**config.mk**
```make
export PLATFORM = sky130hd
export DESIGN_NAME = ft232h_rx_ctrl
export DESIGN_NICKNAME = d
export VERILOG_FILES = /design/src/rtl/ft232h_pkg.sv /design/src/rtl/sync_fifo.sv /design/src/rtl/ft232h_rx_ctrl.sv
export SDC_FILE = /design/constraint.sdc
export NUM_CORES = 1
export LEC_CHECK = 0
export ABC_AREA = 1
export CAP_MARGIN = 20
export CORE_MARGIN = 3
export CORE_UTILIZATION = 40
export DETAILED_ROUTE_END_ITERATION = 10
export PLACE_DENSITY_LB_ADDON = 0.2
export SYNTH_ARGS = -nofsm -noshare
export SYNTH_HDL_FRONTEND = slang
export SYNTH_SLANG_ARGS = --single-unit
```
**constraint.sdc**
```tcl
create_clock -name clk -period 3.5 [get_ports clk]
set_input_delay 0.525 -clock clk [delete_from_list [all_inputs] [get_ports clk]]
set_output_delay 0.525 -clock clk [all_outputs]
set_load 0.02 [all_outputs]
```
**src/rtl/ft232h_pkg.sv**
```systemverilog
// Shared definitions for the FT232H synchronous-FIFO controllers.
package ft232h_pkg;
  localparam int FT232H_DATA_W = 8;

  typedef enum logic [1:0] {
    IDLE,
    OE_ASSERT,
    READING
  } ft232h_rx_state_t;
endpackage

```
**src/rtl/sync_fifo.sv**
```systemverilog
// Single-clock FIFO with occupancy count; push into a full FIFO is ignored
// unless a pop happens in the same cycle.
module sync_fifo #(
  parameter int WIDTH = 8,
  parameter int DEPTH = 4
) (
  input  logic                       clk,
  input  logic                       rst,
  input  logic                       push,
  input  logic [WIDTH-1:0]           din,
  input  logic                       pop,
  output logic [WIDTH-1:0]           dout,
  output logic                       full,
  output logic                       empty,
  output logic [$clog2(DEPTH):0]     count
);
  localparam int AW = $clog2(DEPTH);

  logic [WIDTH-1:0] mem [DEPTH];
  logic [AW-1:0]    wr_ptr;
  logic [AW-1:0]    rd_ptr;
  logic             do_push;
  logic             do_pop;

  assign empty   = (count == '0);
  assign full    = (count == ($clog2(DEPTH)+1)'(DEPTH));
  assign do_pop  = pop && !empty;
  assign do_push = push && (!full || do_pop);
  assign dout    = mem[rd_ptr];

  // Pointers wrap naturally because DEPTH is a power of two.
  always_ff @(posedge clk) begin
    if (rst) begin
      wr_ptr <= '0;
      rd_ptr <= '0;
      count  <= '0;
    end else begin
      if (do_push) wr_ptr <= wr_ptr + AW'(1);
      if (do_pop)  rd_ptr <= rd_ptr + AW'(1);
      case ({do_push, do_pop})
        2'b10:   count <= count + 1'b1;
        2'b01:   count <= count - 1'b1;
        default: count <= count;
      endcase
    end
  end

  always_ff @(posedge clk) begin
    if (do_push) mem[wr_ptr] <= din;
  end
endmodule

```
**src/rtl/ft232h_rx_ctrl.sv**
```systemverilog
// FT232H synchronous-FIFO receive controller: reads bytes from the chip
// and presents them on an AXI-stream style interface through a skid buffer.
module ft232h_rx_ctrl
  import ft232h_pkg::*;
#(
  parameter int SKID_DEPTH = 4
) (
  input  logic                     clk,
  input  logic                     rst,
  input  logic                     rxf_n,
  input  logic [FT232H_DATA_W-1:0] data,
  output logic                     oe_n,
  output logic                     rd_n,
  output logic [FT232H_DATA_W-1:0] tdata,
  output logic                     tvalid,
  input  logic                     tready,
  output logic                     overflow
);
  localparam int CW = $clog2(SKID_DEPTH) + 1;

  ft232h_rx_state_t         state;
  ft232h_rx_state_t         next_state;
  logic                     push;
  logic                     pop;
  logic                     full;
  logic                     empty;
  logic [CW-1:0]            count;
  logic [CW-1:0]            free;
  logic [CW-1:0]            occ_next;
  logic [CW-1:0]            free_next;
  logic [FT232H_DATA_W-1:0] fifo_dout;

  sync_fifo #(
    .WIDTH (FT232H_DATA_W),
    .DEPTH (SKID_DEPTH)
  ) u_fifo (
    .clk   (clk),
    .rst   (rst),
    .push  (push),
    .din   (data),
    .pop   (pop),
    .dout  (fifo_dout),
    .full  (full),
    .empty (empty),
    .count (count)
  );

  assign tvalid = !empty && !rst;
  assign tdata  = tvalid ? fifo_dout : '0;
  assign pop    = tvalid && tready;
  assign free   = CW'(SKID_DEPTH) - count;

  // Occupancy after this cycle's push/pop decides whether READING may continue.
  always_comb begin
    occ_next = count;
    if (push && (!full || pop)) occ_next = occ_next + 1'b1;
    if (pop)                    occ_next = occ_next - 1'b1;
    free_next = CW'(SKID_DEPTH) - occ_next;
  end

  always_ff @(posedge clk) begin
    if (rst) state <= IDLE;
    else     state <= next_state;
  end

  always_comb begin
    next_state = state;
    oe_n       = 1'b1;
    rd_n       = 1'b1;
    push       = 1'b0;
    case (state)
      IDLE: begin
        if (!rxf_n && free >= CW'(3)) next_state = OE_ASSERT;
      end
      OE_ASSERT: begin
        oe_n       = 1'b0;
        next_state = READING;
      end
      READING: begin
        oe_n = 1'b0;
        rd_n = 1'b0;
        push = !rxf_n;
        if (rxf_n || free_next <= CW'(1)) next_state = IDLE;
      end
      default: next_state = IDLE;
    endcase
    if (rst) begin
      oe_n = 1'b1;
      rd_n = 1'b1;
      push = 1'b0;
    end
  end

  always_ff @(posedge clk) begin
    if (rst)                       overflow <= 1'b0;
    else if (push && full && !pop) overflow <= 1'b1;
  end
endmodule
```
==> parameters.txt <==
Parameter                              Value

Critical path
  Critical register-to-register path startpoint    u_fifo.count[1]$_SDFFE_PP0P_
  R2R cell count    24
  Data arrival time of the critical path    3.38 ns
  Crit end category    flip-flop
  Cell with the largest stage delay on the worst path    sky130_fd_sc_hd__dfxtp_1
  Critical path, cell by cell    inv_1 > ha_1 > ha_1 > nor2_4 > nand2_4 > nand2_4 > nand2_4 > nand2_1 > nand2_1 > ha_1 > or2_2 > o21ai_1 > inv_2 > ha_1 > inv_1 > nand4_1 > nand2_1 > inv_1 > nand2_1 > nand2_2 > nand2_2 > nand3_2 > a21oi_1 > nor2_1
  Critical path launch point type    flip-flop
  Worst setup path category    reg2reg
  Maximum net fanout on the critical path    5
  Required time at the endpoint of the critical path    roughly 3.7 ns
  Capturing point of the worst reg2reg path    state[1]$_SDFFE_PP0P_
  Longest individual stage delay on the worst path    between 0.3 and 0.4 ns
  Register-to-Register Setup Slack    between 0.3 and 0.4 ns

Synthesis
  Most used standard cell by instance count after synthesis    sky130_fd_sc_hd__nor2_1
  Ranking of synthesized cells by instance count    44 x sky130_fd_sc_hd__nor2_1, 32 x sky130_fd_sc_hd__edfxtp_1, 25 x sky130_fd_sc_hd__inv_1
  Sequential cell area fraction in the yosys report    0.555
  Ranking of synthesized cells by area    sky130_fd_sc_hd__edfxtp_1 44%, sky130_fd_sc_hd__dfxtp_1 11%, sky130_fd_sc_hd__ha_1 9.8%
  Cell type contributing the most total cell area after synthesis    sky130_fd_sc_hd__edfxtp_1
  Yosys warns    0
  Parity-gate share of the synthesized area counting xor and xnor cells    0.0162
  Post-Syn Area    ~0.0022 sq mm
  Share of async-settable or async-resettable flops after synthesis    0
  Largest family of logic cells by synthesized area    simple AND/OR/NAND/NOR gates
  Complex-gate fraction of the synthesized area    0.0930
  Post-synthesis share of cell area spent on full adders, half adders and majority gates    0.0982
  Nets in the synthesized netlist    around 250
  Register bit total from synthesis    44
  Multiplexer area fraction after synthesis    0
  Mean Syn Cell Area    9.84 sq um
  Number of flops mapped to enable cells by yosys    32
  Unique masters post-synth    25
  Most common flop cell mapped by yosys    sky130_fd_sc_hd__edfxtp_1
  Cells after synthesis    between 200 and 250
  Basic-gate share of the synthesized area counting and, or, nand and nor cells    0.184
  Portion of synthesized cell area occupied by the leading cell type    0.444

Power
  Leak    0.00105 uW
  Cell area power density    600 mW/mm^2
  Maximum vdd drop    approximately 260 uV

Final layout
  Number of antenna repair diodes    0
  Post-layout nets    around 280
  Area of the multi-input gates    roughly 850 sq um
  Register area    roughly 0.0012 sq mm
  Post-synthesis to final-layout area growth    21.8%
  Final non-filler cell total    324
  Layout Utilization    0.510
  Share of layout cells above drive strength 1    0.118
  Layout filler cell count    469

STA
  Fin. Hold Viols    0
  Maximum clock frequency    between 300 and 400 MHz
  Worst slew margin    0.495
  Slew of the pin with the lowest slew margin    0.755 ns
  Total Neg Setup Slack    0 ns
  Final cycle utilization of the critical path    0.912
  Setup repair after global routing missed its margin    false
  Minimum period implied by the final worst setup slack    between 3 and 4 ns
  Total count of max-transition violations in the final report    0
  Setup skew after layout    slightly above 0.009 ns
  Count of final setup violators    0

GRT
  Overall Global Routing Usage    0.144
  Remaining global-route overflow    0
  Via count of the first global-routing pass    about 1400
  First-pass GRT wire length    between 6 and 7 mm
  Number of antenna violations at the first check in global routing    0
  Largest net degree at the start of global routing    18

Route
  Total DRC errors in the routed layout    0
  Number of search-and-repair iterations in the first detailed-routing pass    4
  Wirelength, routed    ~4 mm
  DRC violation total after the first TritonRoute iteration    82
  DR vias    approximately 1500
  Number of nets still failing antenna checks after routing    0
  Number of vias per cell after detailed routing    4.64
  DR WL/cell    12.4 microns

Place
  Port Buffer Count    23
  Global placement routability congestion    around 0.77
  Cell count after placement    316
  Dpl hpwl    slightly below 3 mm

Floorplanning
  Placeable core area    slightly above 0.005 sq mm
  Total die area    about 0.0063 sq mm
  Site Rows    26
  Die span in x    around 80 microns
  Die boundary height    between 70 and 80 microns
  Starting Density    0.419
  Number of top-level pins    24

CTS
  Level count of the clock H-tree    2
  Number of buffers inserted by hold repair at cts    0
  Clock network latency to the later pin of the worst-skew pair    about 0.29 ns
  Post-cts sizing count    0
  Clock buffers created by TritonCTS    5
  Clock-pin slew reported for the worst setup and hold paths after clock tree synthesis    around 0.09 ns
  Number of sinks on the clock net    44
  TritonCTS clock tree    done
  Count of buffers added by post-CTS timing repair for setup    0
  Clock Path Buffers    2
  CTS Root Buffer Type    sky130_fd_sc_hd__clkbuf_8

Flow run
  MaxCap Viol Count    0

Min path
  Worst Min Path Start    overflow$_SDFFE_PP0P_
  Hold Crit Depth    2
  Hold crit path type    reg2reg
  End point of the worst hold path    overflow$_SDFFE_PP0P_

Outcome
  Outcome    complete, no violations
==> cell usage in the layout (no fill, tap or decap) <==
cell type,synthesis,routed
sky130_fd_sc_hd__dfxtp_1,12,12
sky130_fd_sc_hd__nand2_4,3,3
sky130_fd_sc_hd__inv_6,0,1
sky130_fd_sc_hd__xor2_1,3,3
sky130_fd_sc_hd__a211oi_1,2,2
sky130_fd_sc_hd__ha_1,17,17
sky130_fd_sc_hd__a21oi_1,14,14
sky130_fd_sc_hd__nand3_2,3,3
sky130_fd_sc_hd__nor2_1,44,44
sky130_fd_sc_hd__clkdlybuf4s50_1,0,23
sky130_fd_sc_hd__nor2_4,1,1
sky130_fd_sc_hd__nor2_2,1,1
sky130_fd_sc_hd__o21ai_0,20,20
sky130_fd_sc_hd__nand4_1,1,1
sky130_fd_sc_hd__nand2_2,4,4
sky130_fd_sc_hd__or2_2,1,1
sky130_fd_sc_hd__nand3_1,7,7
sky130_fd_sc_hd__xnor2_1,1,1
sky130_fd_sc_hd__clkbuf_8,0,5
sky130_fd_sc_hd__o21ai_1,2,2
sky130_fd_sc_hd__bufinv_16,0,1
sky130_fd_sc_hd__clkinvlp_4,0,1
sky130_fd_sc_hd__buf_4,0,8
sky130_fd_sc_hd__nand2_1,19,19
sky130_fd_sc_hd__inv_2,1,1
sky130_fd_sc_hd__a31oi_1,1,1
sky130_fd_sc_hd__edfxtp_1,32,32
sky130_fd_sc_hd__nand3b_1,1,1
sky130_fd_sc_hd__inv_1,25,25
==> where the power goes <==
| group | internal, uW | switching [uW] | total [uW] |
|---|---|---|---|
| logic | 237 | 334 | 571 |
| clock network | 215 | 174 | 389 |
| registers | 592 | 31.0 | 623 |
==> flip-flops by register name, indices dropped and copies added, names as in the netlist, named ones only <==
register / count
u_fifo.count: 3
u_fifo.mem: 32
u_fifo.rd_ptr: 2
overflow: 1
state: 2
u_fifo.wr_ptr: 2
==> cell type report <==
class / instances / area share
flip-flops and latches: 44 / 0.455
multi-input cells: 145 / 0.321
repair buffers: 31 / 0.110
inverters: 26 / 0.0370
well taps: 70 / 0.0332
clock buffers: 5 / 0.0261
clock inverters: 3 / 0.0175
==> critical path: cells and delay by family (launching register included) <==
kind / cells / cell delay [ns]
and+or+nand+nor: 14 / 1.34
adders and majority gates: 4 / 0.89
DFF: 1 / 0.34
AOI/OAI and AO/OA: 2 / 0.27
buffers and inverters: 4 / 0.25
==> layer usage <==
metal  GRT usage  vias to the layer above  part of all wire
met5           0                        -                 0
met4      0.0464                        0            0.0082
met3      0.0429                        2             0.051
met2       0.210                       27              0.43
met1       0.204                      678              0.51
li1            -                      797                 -
==> per-stage QoR <==
stage                     hold WS, ns  total power (uW)  area (sq um)  setup WS [ns]
after floorplan                 0.465              1030          2170          0.135
after global placement          0.483              1200          2520          0.145
after detailed placement        0.461              1210          2520          0.119
after CTS                       0.485              1600          2640          0.299
after global routing            0.519              1700          2640         0.0988
final                           0.484              1580          2640          0.308
==> worst max path at each step <==
stage | from | endpoint | slack, ns | cells past startpoint
after floorplan | u_fifo.count[0]$_SDFFE_PP0P_ | state[1]$_SDFFE_PP0P_ | 0.13 | 25
after global placement | rxf_n | state[1]$_SDFFE_PP0P_ | 0.15 | 22
after detailed placement | rst | state[1]$_SDFFE_PP0P_ | 0.12 | 22
after CTS | u_fifo.count[1]$_SDFFE_PP0P_ | state[1]$_SDFFE_PP0P_ | 0.30 | 24
after global routing | u_fifo.count[1]$_SDFFE_PP0P_ | state[0]$_SDFFE_PP0P_ | 0.1 | 24
final | u_fifo.count[1]$_SDFFE_PP0P_ | state[1]$_SDFFE_PP0P_ | 0.31 | 24
==> logic make-up after synthesis <==
family	Yosys count
AOI/OAI and AO/OA	39
xor gates and xnor gates	4
adders and majority gates	17
buffers and inverters	31
DFF	44
and+or+nand+nor	85
Note: power is estimated with default switching activity, not from simulation.
